## config.mk

```make
export PLATFORM = sky130hd
export DESIGN_NAME = clk_div_gen
export DESIGN_NICKNAME = d
export VERILOG_FILES = /design/src/rtl/clk_div_gen.sv
export SDC_FILE = /design/constraint.sdc
export NUM_CORES = 1
export LEC_CHECK = 0
export ABC_AREA = 1
export BUFFER_PORTS_ARGS = -buffer_cell sky130_fd_sc_hd__buf_2
export CORE_ASPECT_RATIO = 0.9
export CORE_MARGIN = 3
export CORE_UTILIZATION = 46
export CTS_CLUSTER_DIAMETER = 40
export CTS_CLUSTER_SIZE = 8
export DETAILED_ROUTE_END_ITERATION = 8
export PLACE_DENSITY_LB_ADDON = 0.08
export SETUP_SLACK_MARGIN = 0.02
export SKIP_LAST_GASP = 1
export SLEW_MARGIN = 20
export SYNTH_ARGS = -nofsm -noshare
export SYNTH_HDL_FRONTEND = slang
export SYNTH_SLANG_ARGS = --single-unit
```

## constraint.sdc

```tcl
create_clock -name clk -period 6.4 [get_ports clk]
set_input_delay 0.64 -clock clk [delete_from_list [all_inputs] [get_ports clk]]
set_output_delay 0.64 -clock clk [all_outputs]
set_load 0.01 [all_outputs]
```

## src/rtl/clk_div_gen.sv

```systemverilog
// Multi-channel programmable clock divider with phase offset, per-channel
// enable, glitch-free ratio update at period boundaries and a lock indicator.
module clk_div_gen #(
  parameter int unsigned NUM_CH      = 2,
  parameter int unsigned CNT_W       = 8,
  parameter int unsigned DEF_DIV     = 2,
  parameter int unsigned LOCK_CYCLES = 16
) (
  input  logic                      clk,
  input  logic                      rst,
  input  logic [NUM_CH-1:0]         en,
  input  logic [NUM_CH*CNT_W-1:0]   div_ratio,
  input  logic [NUM_CH*CNT_W-1:0]   phase,
  input  logic                      load,
  output logic                      busy,
  output logic [NUM_CH-1:0]         clkout,
  output logic [NUM_CH-1:0]         tick,
  output logic                      locked
);

  localparam int unsigned LockW = (LOCK_CYCLES > 1) ? $clog2(LOCK_CYCLES) : 1;

  logic [CNT_W-1:0] cnt_q        [NUM_CH];
  logic [CNT_W-1:0] cnt_d        [NUM_CH];
  logic [CNT_W-1:0] ratio_q      [NUM_CH];
  logic [CNT_W-1:0] ratio_d      [NUM_CH];
  logic [CNT_W-1:0] pend_ratio_q [NUM_CH];
  logic [CNT_W-1:0] pend_ratio_d [NUM_CH];
  logic [CNT_W-1:0] pend_phase_q [NUM_CH];
  logic [CNT_W-1:0] pend_phase_d [NUM_CH];
  logic [CNT_W-1:0] req_ratio    [NUM_CH];
  logic [CNT_W-1:0] req_phase    [NUM_CH];
  logic [CNT_W-1:0] san_ratio    [NUM_CH];
  logic [CNT_W:0]   half         [NUM_CH];
  logic [NUM_CH-1:0] at_end;

  logic [NUM_CH-1:0] pend_q, pend_d;
  logic [NUM_CH-1:0] clkout_q, clkout_d;
  logic [NUM_CH-1:0] tick_q, tick_d;
  logic              busy_q, busy_d;
  logic              locked_q, locked_d;
  logic [LockW-1:0]  lock_cnt_q, lock_cnt_d;
  logic              accept;

  // Per-channel counter, output waveform, pending capture and boundary update.
  always_comb begin
    accept = load & ~busy_q;
    for (int i = 0; i < NUM_CH; i++) begin
      cnt_d[i]        = cnt_q[i];
      ratio_d[i]      = ratio_q[i];
      pend_d[i]       = pend_q[i];
      pend_ratio_d[i] = pend_ratio_q[i];
      pend_phase_d[i] = pend_phase_q[i];
      clkout_d[i]     = 1'b0;
      tick_d[i]       = 1'b0;

      req_ratio[i] = div_ratio[i*CNT_W +: CNT_W];
      req_phase[i] = phase[i*CNT_W +: CNT_W];
      // Ratios below 2 cannot produce a toggling clock; clamp to 2.
      san_ratio[i] = (req_ratio[i] < CNT_W'(2)) ? CNT_W'(2) : req_ratio[i];

      // High time is ceil(R/2); one extra bit keeps R+1 from wrapping.
      half[i]   = ({1'b0, ratio_q[i]} + {{CNT_W{1'b0}}, 1'b1}) >> 1;
      at_end[i] = (cnt_q[i] == ratio_q[i] - 1'b1);

      if (en[i]) begin
        clkout_d[i] = ({1'b0, cnt_q[i]} < half[i]);
        tick_d[i]   = (cnt_q[i] == '0);
        if (pend_q[i] && at_end[i]) begin
          ratio_d[i] = pend_ratio_q[i];
          cnt_d[i]   = pend_phase_q[i];
          pend_d[i]  = 1'b0;
        end else if (at_end[i]) begin
          cnt_d[i] = '0;
        end else begin
          cnt_d[i] = cnt_q[i] + 1'b1;
        end
      end else begin
        cnt_d[i] = '0;
        // A stopped channel has no boundary to protect, so apply at once.
        if (pend_q[i]) begin
          ratio_d[i] = pend_ratio_q[i];
          pend_d[i]  = 1'b0;
        end
      end

      // busy_q low guarantees no flag is set, so capture never races an apply.
      if (accept) begin
        pend_d[i]       = 1'b1;
        pend_ratio_d[i] = san_ratio[i];
        pend_phase_d[i] = (req_phase[i] >= san_ratio[i]) ? '0 : req_phase[i];
      end
    end
  end

  // Busy tracks pending flags one edge late; lock counts idle edges.
  always_comb begin
    busy_d     = accept | (|pend_q);
    locked_d   = locked_q;
    lock_cnt_d = lock_cnt_q;
    if (accept) begin
      locked_d   = 1'b0;
      lock_cnt_d = '0;
    end else if (!busy_q && !locked_q) begin
      if (lock_cnt_q == LockW'(LOCK_CYCLES - 1)) begin
        locked_d = 1'b1;
      end else begin
        lock_cnt_d = lock_cnt_q + 1'b1;
      end
    end
  end

  // Channel state registers.
  always_ff @(posedge clk or posedge rst) begin
    if (rst) begin
      for (int i = 0; i < NUM_CH; i++) begin
        cnt_q[i]        <= '0;
        ratio_q[i]      <= CNT_W'(DEF_DIV);
        pend_ratio_q[i] <= CNT_W'(DEF_DIV);
        pend_phase_q[i] <= '0;
      end
      pend_q   <= '0;
      clkout_q <= '0;
      tick_q   <= '0;
    end else begin
      for (int i = 0; i < NUM_CH; i++) begin
        cnt_q[i]        <= cnt_d[i];
        ratio_q[i]      <= ratio_d[i];
        pend_ratio_q[i] <= pend_ratio_d[i];
        pend_phase_q[i] <= pend_phase_d[i];
      end
      pend_q   <= pend_d;
      clkout_q <= clkout_d;
      tick_q   <= tick_d;
    end
  end

  // Global handshake and lock registers.
  always_ff @(posedge clk or posedge rst) begin
    if (rst) begin
      busy_q     <= 1'b0;
      locked_q   <= 1'b0;
      lock_cnt_q <= '0;
    end else begin
      busy_q     <= busy_d;
      locked_q   <= locked_d;
      lock_cnt_q <= lock_cnt_d;
    end
  end

  assign busy   = busy_q;
  assign clkout = clkout_q;
  assign tick   = tick_q;
  assign locked = locked_q;

endmodule
```

==> results.json <==
{
  "tritoncts": "done",
  "postSynthCellCount": 637,
  "max_cap_violations": 0,
  "worst_slew_slack_as_a_fraction_of_its_limit_pct": 38.3,
  "tritoncts.num_buffers": 9,
  "setup_tns_ns": 0,
  "yosys_register_bits": 76,
  "fillCellCount": 1001,
  "dr.first_iter.drc_count": 158,
  "synth.cells.most_frequent": "192 x nand2_1, 72 x dfrtp_1, 72 x inv_1",
  "design.final.nets": 751,
  "irDropWorstVdd_uv": 219,
  "firstDrtPassIters": 5,
  "ranking_of_synthesized_cells_by_area": "dfrtp_1 37%, nand2_1 15%, ha_1 9.9%",
  "r2r_end": "ratio_q[2]$_DFFE_PP0P_",
  "min_to": "pend_ratio_q[0]$_DFFE_PP0P_",
  "floorplan.die.height_um": 104,
  "place_area_um2": 5210,
  "final.hold.worst_slack_ns": 0.484,
  "fp.dieW_um": 115,
  "run_status": "completed",
  "proportion_of_layout_cells_with_a_drive_suffix_above_1_pct": 12.8,
  "finalMaxSlewViolations": 0,
  "synth_nets": 713,
  "end_kind": "flop",
  "layout.cells.non_filler": 809,
  "antenna-diode-count": 0,
  "areaGrowthSynthToFinish_pct": 12.2,
  "synth_edf_count": 0,
  "clock_transition_at_the_register_clock_pins_on_the_worst_setup_and_hold_paths_after_cts_ns": 0.06,
  "globalRouteTotalUtil_pct": 19.2,
  "yosys_top_cell_area_share_pct": 36.7,
  "sequential_area_share_after_synthesis_pct": 38.8,
  "startpoint_type": "flop",
  "die_area_um2": 12000,
  "worstPathRequired_ns": 6.62,
  "worstPathArrival_ns": 2.45,
  "timing.clock.skew_ns": 0.0111,
  "post_drt_via_cell_ratio": 5.01,
  "cts_num_sinks": 76,
  "via_count": 4057,
  "ys.flop_type": "dfrtp_1",
  "number_of_placement_rows": 35,
  "postCtsResizedCells": 0,
  "grt_pass1_vias": 3954,
  "initial_util_pct": 47.5,
  "core_region_area_um2": 10300,
  "timing.reg2reg.worst_path_depth": 15,
  "weighted_congestion_at_the_end_of_routability_driven_global_placement": 0.890,
  "mappedNetlistArea_um2": 4910,
  "pin_count": 43,
  "cp_max_fo": 10,
  "number_of_different_library_cells_in_the_post_synthesis_netlist": 36,
  "avgRoutedWirePerCell_um": 13.3,
  "postCtsHoldBufs": 0,
  "post-cts-setup-buffer-count": 0,
  "leakagePower_nw": 2.91,
  "place_inst": 793,
  "antenna_found_initial": 0,
  "worst-slew-pin-transition_ns": 0.925,
  "clock_tree.htree_level_count": 3,
  "grt_first_pass_wirelength_um": 18800,
  "timing.final.crit_share_pct": 34.9,
  "final.min_clock_period_ns": 2.24,
  "drc": 0,
  "finalSetupViolCount": 0,
  "min_path_cells": 2,
  "global_route.overflow_total": 0,
  "wl_um": 10700,
  "min_from": "pend_ratio_q[0]$_DFFE_PP0P_",
  "synthesis.area_per_instance_um2": 7.71,
  "ys_warn_count": 0,
  "clockRootBuffer": "clkbuf_16",
  "port_buffers": 42,
  "grt_max_degree": 77,
  "fmaxAchievable_mhz": 447,
  "post-synth-top-count-cell": "nand2_1",
  "ant_nets": 0,
  "critical_path_class": "reg -> reg",
  "p_per_area_nw_per_um2": 392,
  "cts.path.max_buffers": 2,
  "finalHoldViolations": 0,
  "place_hpwl_um": 8360,
  "hold_path.class": "reg -> reg",
  "ff2ff_setup_slack_ns": 4.16,
  "regToRegStartpoint": "ratio_q[1]$_DFFE_PP1P_",
  "finalInstanceArea_um2": 5510,
  "insertion_delay_to_the_later_sink_of_the_worst_skew_pair_ns": 0.33,
  "async_reset_ff_share_pct": 100,
  "synth_top_cell_by_area": "dfrtp_1",
  "rsz0062_at_grt": "false"
}
==> cell usage in the layout (no fill, tap or decap), types with 3 or more instances in the layout <==
master,count
ha_1,39
a211oi_1,3
inv_1,71
xnor2_1,5
nand2_4,5
nor4_1,4
inv_2,8
nor3_1,5
a21oi_1,24
nand4_1,21
clkbuf_16,9
o21ai_0,46
nor2_1,32
dfstp_2,4
o21ai_1,3
nand3_1,45
xor2_1,20
buf_2,42
nor2_2,4
nand2_1,192
dfrtp_1,72
==> sequential cells by signal, indices dropped and copies added (netlist names), 2 cells and up <==
signal and flops:
pend_ratio_q 16, pend_q 2, pend_phase_q 16, lock_cnt_q 4, ratio_q 16, cnt_q 16
tick 2, clkout 2
==> per-stage QoR <==
| step | total power, mW | utilization, % | worst slack, ns |
|---|---|---|---|
| 2_1_floorplan | 1.47 | - | 3.83 |
| 3_3_place_gp | 1.65 | 50.4 | 3.98 |
| 3_5_place_dp | 1.67 | 50.4 | 3.92 |
| 4_1_cts | 2.18 | 53.3 | 4.16 |
| 5_1_grt | 2.37 | 53.3 | 3.88 |
| 6_report | 2.16 | 53.3 | 4.16 |
==> logic make-up (layout without fill, tap and decap cells) <==
logic type	after synthesis	in the layout	share of synthesized area, %
buf+inv	96	139	7.87
flops	76	76	38.8
compound gates	84	84	9.12
simple gates	315	315	28.8
xor+xnor	27	27	5.40
fa+ha+maj	39	39	9.94
==> worst max path at each step <==
| stage | cells after the start | endpoint | from | slack, ns |
|---|---|---|---|---|
| floorplan | 1 | busy$_DFF_PP0_ | rst | 3.83 |
| global placement | 11 | pend_phase_q[1]$_DFFE_PP0P_ | div_ratio[14] | 3.98 |
| detailed placement | 11 | pend_phase_q[7]$_DFFE_PP0P_ | div_ratio[14] | 3.92 |
| CTS | 15 | ratio_q[2]$_DFFE_PP0P_ | ratio_q[1]$_DFFE_PP1P_ | 4.16 |
| global route | 11 | pend_phase_q[10]$_DFFE_PP0P_ | div_ratio[4] | 3.88 |
| finish | 15 | ratio_q[2]$_DFFE_PP0P_ | ratio_q[1]$_DFFE_PP1P_ | 4.16 |
==> layer usage <==
metal  share of wire (%)  GRT usage [%]  vias up  wire [um]
li1                    -              -     2150          -
met1                  54           30.6     1828       5850
met2                  41           26.7       72       4410
met3                 3.7           3.84        7        403
met4                0.74           4.36        0         80
met5                   0              0        -          0
==> worst max-delay path: stages (launching register included) <==
cell and delay, ns:
dfstp_2 0.58, inv_1 0.07, ha_1 0.29, inv_1 0.05, nand2_1 0.05, nand2_1 0.04
nor2_1 0.09, nand2_1 0.06, nor2_1 0.08, nand2_1 0.08, nor2_4 0.21, nand2_4 0.13
nand2_4 0.15, nand2_4 0.09, nand2_1 0.09, nand2_1 0.05
==> cell type report <==
type                    count  area, um^2  share of cell area, %
multi-input cells         465        2620                   47.5
flip-flops and latches     76        1910                   34.6
inverters                  79         297                   5.38
clock buffers              11         243                   4.40
repair buffers             44         225                   4.09
well taps                 129         161                   2.93
clock inverters             5        61.3                   1.11
==> power by group <==
part / total, mW / internal, mW / switching, mW
clock network: 0.506 / 0.314 / 0.191
logic: 0.791 / 0.304 / 0.487
registers: 0.866 / 0.665 / 0.201
No activity file was read; power rests on OpenSTA's default activity.
